==> src/rtl/button_debouncer_multi.sv <==
// Purpose: N-channel push-button conditioner with press/release/long pulses; auto-repeat only when BTN_AUTO_REPEAT_EN is defined.
// Latency: press/release reported DEBOUNCE_CYCLES+2 edges after btn_in settles; every output is registered.
// Backpressure: none; pulses are single-cycle and unconditional.
module button_debouncer_multi #(
    parameter int N_CH            = 5,
    parameter int DEBOUNCE_CYCLES = 524288,
    parameter int LONG_CYCLES     = 134217727,
    parameter int REPEAT_CYCLES   = 16777216,
    parameter int CNT_W           = $clog2(LONG_CYCLES + 1)
) (
    input  logic            clk,
    input  logic            rst,
    input  logic [N_CH-1:0] btn_in,
    output logic [N_CH-1:0] level_out,
    output logic [N_CH-1:0] press_pulse,
    output logic [N_CH-1:0] release_pulse,
    output logic [N_CH-1:0] long_pulse,
    output logic [N_CH-1:0] repeat_pulse
);

    typedef enum logic [1:0] {
        ST_IDLE    = 2'd0,
        ST_PRESSED = 2'd1,
        ST_LONG    = 2'd2
    } state_t;

    // Counters fire on the edge where they would reach the target, hence the "last" values.
    localparam logic [CNT_W-1:0] DEB_LAST  = CNT_W'(DEBOUNCE_CYCLES - 1);
    localparam logic [CNT_W-1:0] HOLD_LAST = CNT_W'(LONG_CYCLES - 1);
    localparam logic [CNT_W-1:0] HOLD_SAT  = CNT_W'(LONG_CYCLES);

    // Elaborates to nothing; keeps every parameter referenced in the default build.
    if (DEBOUNCE_CYCLES < 1 || REPEAT_CYCLES < 1 || LONG_CYCLES <= DEBOUNCE_CYCLES) begin : g_cfg_invalid
    end

    for (genvar g = 0; g < N_CH; g++) begin : g_ch
        logic             sync1_q, sync2_q;
        state_t           state_q, state_d;
        logic [CNT_W-1:0] deb_cnt_q, deb_cnt_d;
        logic [CNT_W-1:0] hold_cnt_q, hold_cnt_d;
        logic             level_q, level_d;
        logic             press_q, press_d;
        logic             rel_q, rel_d;
        logic             long_q, long_d;
        logic             rel_hit;
`ifdef BTN_AUTO_REPEAT_EN
        localparam logic [CNT_W-1:0] REP_LAST = CNT_W'(REPEAT_CYCLES - 1);
        logic [CNT_W-1:0] rep_cnt_q, rep_cnt_d;
        logic             rep_q, rep_d;
`endif

        always_ff @(posedge clk) begin
            if (rst) begin
                sync1_q    <= 1'b0;
                sync2_q    <= 1'b0;
                state_q    <= ST_IDLE;
                deb_cnt_q  <= '0;
                hold_cnt_q <= '0;
                level_q    <= 1'b0;
                press_q    <= 1'b0;
                rel_q      <= 1'b0;
                long_q     <= 1'b0;
`ifdef BTN_AUTO_REPEAT_EN
                rep_cnt_q  <= '0;
                rep_q      <= 1'b0;
`endif
            end else begin
                sync1_q    <= btn_in[g];
                sync2_q    <= sync1_q;
                state_q    <= state_d;
                deb_cnt_q  <= deb_cnt_d;
                hold_cnt_q <= hold_cnt_d;
                level_q    <= level_d;
                press_q    <= press_d;
                rel_q      <= rel_d;
                long_q     <= long_d;
`ifdef BTN_AUTO_REPEAT_EN
                rep_cnt_q  <= rep_cnt_d;
                rep_q      <= rep_d;
`endif
            end
        end

        always_comb begin
            state_d    = state_q;
            deb_cnt_d  = deb_cnt_q;
            hold_cnt_d = hold_cnt_q;
            level_d    = level_q;
            press_d    = 1'b0;
            rel_d      = 1'b0;
            long_d     = 1'b0;
            rel_hit    = 1'b0;
`ifdef BTN_AUTO_REPEAT_EN
            rep_cnt_d  = rep_cnt_q;
            rep_d      = 1'b0;
`endif
            case (state_q)
                ST_IDLE: begin
                    level_d = 1'b0;
                    if (!sync2_q) begin
                        deb_cnt_d = '0;
                    end else if (deb_cnt_q == DEB_LAST) begin
                        state_d    = ST_PRESSED;
                        press_d    = 1'b1;
                        level_d    = 1'b1;
                        hold_cnt_d = '0;
                        deb_cnt_d  = '0;
                    end else begin
                        deb_cnt_d = deb_cnt_q + 1'b1;
                    end
                end
                ST_PRESSED, ST_LONG: begin
                    level_d   = 1'b1;
                    rel_hit   = !sync2_q && (deb_cnt_q == DEB_LAST);
                    deb_cnt_d = sync2_q ? '0 : deb_cnt_q + 1'b1;
                    if (state_q == ST_PRESSED) begin
                        hold_cnt_d = hold_cnt_q + 1'b1;
                    end
                    // Release outranks both long detection and a due repeat.
                    if (rel_hit) begin
                        state_d   = ST_IDLE;
                        rel_d     = 1'b1;
                        level_d   = 1'b0;
                        deb_cnt_d = '0;
                    end else if (state_q == ST_PRESSED && hold_cnt_q == HOLD_LAST) begin
                        state_d    = ST_LONG;
                        long_d     = 1'b1;
                        hold_cnt_d = HOLD_SAT;
`ifdef BTN_AUTO_REPEAT_EN
                        rep_cnt_d  = '0;
`endif
                    end else if (state_q == ST_LONG) begin
`ifdef BTN_AUTO_REPEAT_EN
                        if (rep_cnt_q == REP_LAST) begin
                            rep_d     = 1'b1;
                            rep_cnt_d = '0;
                        end else begin
                            rep_cnt_d = rep_cnt_q + 1'b1;
                        end
`endif
                    end
                end
                default: begin
                    state_d = ST_IDLE;
                end
            endcase
        end

        assign level_out[g]     = level_q;
        assign press_pulse[g]   = press_q;
        assign release_pulse[g] = rel_q;
        assign long_pulse[g]    = long_q;
`ifdef BTN_AUTO_REPEAT_EN
        assign repeat_pulse[g]  = rep_q;
`else
        assign repeat_pulse[g]  = 1'b0;
`endif
    end

endmodule

==> config.mk <==
export PLATFORM = sky130hd
export DESIGN_NAME = button_debouncer_multi
export DESIGN_NICKNAME = d
export VERILOG_FILES = /design/src/rtl/button_debouncer_multi.sv
export SDC_FILE = /design/constraint.sdc
export NUM_CORES = 1
export LEC_CHECK = 0
export CAP_MARGIN = 30
export CORE_UTILIZATION = 27
export DETAILED_ROUTE_END_ITERATION = 8
export SLEW_MARGIN = 20
export SYNTH_ARGS = -nofsm -noshare
export SYNTH_HDL_FRONTEND = slang
export SYNTH_SLANG_ARGS = --single-unit
==> constraint.sdc <==
create_clock -name clk -period 2.3 [get_ports clk]
set_clock_uncertainty 0.1 [all_clocks]
set_input_delay 0.46 -clock clk [delete_from_list [all_inputs] [get_ports clk]]
set_output_delay 0.46 -clock clk [all_outputs]
set_load 0.01 [all_outputs]
==> impl_metrics.env <==
export IMPL_wl_per_cell_um=13.8
export IMPL_yosys_warnings=0
export IMPL_wl_um=42600
export IMPL_holdPathStages=3
export IMPL_r2r_end="g_ch[3].hold_cnt_q[4]"
export IMPL_hold_ws_ns=0.260
export IMPL_slew_violations=0
export IMPL_seqPwrFrac_pct=43.5
export IMPL_clkSinkCount=310
export IMPL_powerDensity_nw_per_um2=599
export IMPL_vias=15500
export IMPL_cp_start_kind="flip-flop"
export IMPL_vdd_drop_max_mv=0.446
export IMPL_drt_first_iter_violations=811
export IMPL_drc=0
export IMPL_yosysTopAreaCell="dfxtp_1"
export IMPL_drive_gt1_share_pct=18.5
export IMPL_design_core_area_sq_um=59400
export IMPL_grtUsageMet1_pct=17.1
export IMPL_synth_edff_count=0
export IMPL_rr_worst_depth=8
export IMPL_cap_violations=0
export IMPL_seq_area_frac_synth_pct=38.0
export IMPL_setup_viol_count_final=29
export IMPL_period_needed_ns=2.40
export IMPL_nNetsFinal=2336
export IMPL_cp_max_fo=11
export IMPL_combPwrFrac_pct=11.4
export IMPL_violations="negative setup slack"
export IMPL_gr_usage_met3_pct=2.16
export IMPL_top_usage_layer="met2"
export IMPL_grt_pass1_wl_um=69800
export IMPL_dieArea_sq_um=61500
export IMPL_synthFlopType="dfxtp_1"
export IMPL_cts_max_level=2
export IMPL_placementRows=89
export IMPL_fin_tns_setup_ns=-1.90
export IMPL_clock_latency_ns=0.54
export IMPL_clk_pin_slew_ns=0.06
export IMPL_top_level_ports=32
export IMPL_synth_top_cells_by_area="dfxtp_1 (38%), nor2_1 (6.6%), o21ai_0 (6.2%)"
export IMPL_cts_tree="built"
export IMPL_final_antenna_net_count=0
export IMPL_required_ns=2.62
export IMPL_track_usage_pct=13.3
export IMPL_synthToLayoutAreaGrowth_pct=28.1
export IMPL_synthesis_area_sq_um=16300
export IMPL_synthArstFlopShare_pct=0
export IMPL_criticalPathCategory="flip-flop to flip-flop"
export IMPL_cts_buffers=36
export IMPL_synth_top_area_share_pct=38.0
export IMPL_min_period_over_period_pct=104
export IMPL_grt_overflow_total=0
export IMPL_antenna_found_initial=0
export IMPL_cp_end_kind="flip-flop"
export IMPL_crit_arrival_ns=2.72
export IMPL_syn_avg_cell_area_sq_um=7.77
export IMPL_status="finished, violations left"
export IMPL_clkPwrFrac_pct=45.1
export IMPL_drtPass1Iterations=7
export IMPL_vias_per_cell=5.03
export IMPL_min_to="g_ch[4].state_q[0]"
export IMPL_grt_start_max_net_pins=29
export IMPL_rsz0062_at_grt="yes"
export IMPL_synth_most_common_cell="dfxtp_1"
export IMPL_synth_top_cells_by_count="dfxtp_1 (310), nor2_1 (288), o21ai_0 (203)"
export IMPL_syn_inst=2103
export IMPL_place_congestion=0.830
export IMPL_hold_start="rst"
export IMPL_fill_cells=6022
export IMPL_gr_usage_met2_pct=22.5
export IMPL_p_sw_uw=3170
export IMPL_cts_max_path_buffers=3
export IMPL_r2r_slack_ns=-0.1
export IMPL_portBuffers=26
export IMPL_dieWidth_um=248
export IMPL_fp_dieH_um=248
export IMPL_fmax_mhz=417
export IMPL_synth_distinct_cells=82
export IMPL_dp_hpwl_um=28600
export IMPL_leakage_uw=0.00732
export IMPL_final_hold_violation_count=0
export IMPL_synth_seq_cells=310
export IMPL_p_sw_share_pct=25.2
export IMPL_initial_core_util_pct=27.5
export IMPL_grt_pass1_vias=14700
export IMPL_p_int_uw=9380
export IMPL_clockRootBuffer="clkbuf_16"
export IMPL_setup_ws_ns=-0.0987
export IMPL_worstReg2RegStart="g_ch[3].deb_cnt_q[0]"
export IMPL_n_antenna_cell=0
export IMPL_hold_class="input port to flip-flop"
## timing repair
item                                    in CTS  in global routing
gates cloned                                 1                 11
gates resized for setup                     31                161
endpoints found under the setup margin     115                229
buffers inserted                             4                 15
pin swaps                                    6                 52
hold buffers                                 0                  0
## stage by stage
stage / worst slack (ns) / util, % / cell area [sq um] / total power (uW) / std cells
CTS: -0.0321 / 33.9 / 20100 / 12500 / 3066
detailed placement: -0.147 / 31.7 / 18800 / 6700 / 2998
global route: -0.204 / 35.3 / 20900 / 13100 / 3092
global placement: -0.0713 / 31.7 / 18800 / 6670 / 2998
finish: -0.0987 / 35.3 / 20900 / 12500 / 3092
floorplan: -0.0659 / - / 16400 / 6290 / 2107
## power by group through the flow
stage / clock, uW / combinational, uW / sequential (uW)
finish: 5650 / 1440 / 5460
global route: 6050 / 1550 / 5460
CTS: 5860 / 1180 / 5460
global placement: 0 / 1100 / 5570
detailed placement: 0 / 1120 / 5570
floorplan: 0 / 721 / 5570
## cells by family after synthesis
family | share of synthesized area [%]
AND/OR/NAND/NOR | 29.8
XOR/XNOR | 6.06
multiplexers | 0.306
adder cells (fa/ha/maj) | 2.68
other | 0.0230
AO/OA/AOI/OAI | 17.2
buffers and inverters | 5.93
flip-flops | 38.0
## sequential cells by signal (all words and copies together) (netlist names)
register         flops
g_ch.deb_cnt_q     135
g_ch.hold_cnt_q    135
g_ch.level_q         5
g_ch.long_q          5
g_ch.press_q         5
g_ch.rel_q           5
g_ch.state_q        10
g_ch.sync1_q         5
g_ch.sync2_q         5
## final cells by class
class / instances / area, sq um / area share, %
Multi-Input combinational cell: 1584 / 9740 / 46.5
Clock inverter: 9 / 70.1 / 0.335
Sequential cell: 310 / 6230 / 29.8
Timing Repair Buffer: 266 / 2490 / 11.9
Clock buffer: 54 / 1080 / 5.16
Inverter: 96 / 360 / 1.72
Tap cell: 773 / 967 / 4.62
## worst max-delay path: stages, from the launching register on
cell and delay [ns]:
dfxtp_2 0.35, ha_4 0.13, or4b_4 0.46, nand4b_4 0.19
o31a_1 0.40, o21a_4 0.25, clkbuf_16 0.18, o21ai_1 0.13
nand2_1 0.07
## worst max path at each step
stage	slack (ns)	end	from	cells after the start
floorplan	-0.07	g_ch[4].hold_cnt_q[21]	g_ch[4].state_q[1]	10
global placement	-0.07	g_ch[2].hold_cnt_q[17]	g_ch[2].deb_cnt_q[1]	8
detailed placement	-0.15	g_ch[2].hold_cnt_q[21]	g_ch[2].deb_cnt_q[1]	8
CTS	-0.03	g_ch[3].hold_cnt_q[20]	g_ch[3].deb_cnt_q[0]	8
global route	-0.20	g_ch[3].hold_cnt_q[9]	g_ch[3].deb_cnt_q[0]	9
finish	-0.1	g_ch[3].hold_cnt_q[4]	g_ch[3].deb_cnt_q[0]	8
## placed cells by master, fill, tap and decap left out, types with 14 or more instances in the layout
master	Yosys	layout
nand3_1	89	89
o21ai_0	203	157
a21oi_1	101	84
clkbuf_16	0	43
dfxtp_1	310	297
nor2_1	288	284
xnor2_1	69	69
a21oi_2	3	18
buf_4	35	193
nor2b_1	38	36
o22ai_1	16	15
buf_12	0	18
o21ai_1	12	47
inv_1	96	94
clkdlybuf4s50_1	0	25
nor3_1	81	77
buf_6	1	20
a31oi_1	15	14
and3_1	33	32
xor2_1	44	44
nor4_1	27	19
ha_1	35	28
nand4_1	81	81
and4_1	26	25
nand2_1	187	184
a21o_1	15	15
## per-layer routing
layer	vias to the layer above	part of all wire, %
met5	-	0
met1	7382	46
met3	72	3.8
met4	0	2.2
met2	268	48
li1	7816	-
No activity file was read; power rests on OpenSTA's default activity.
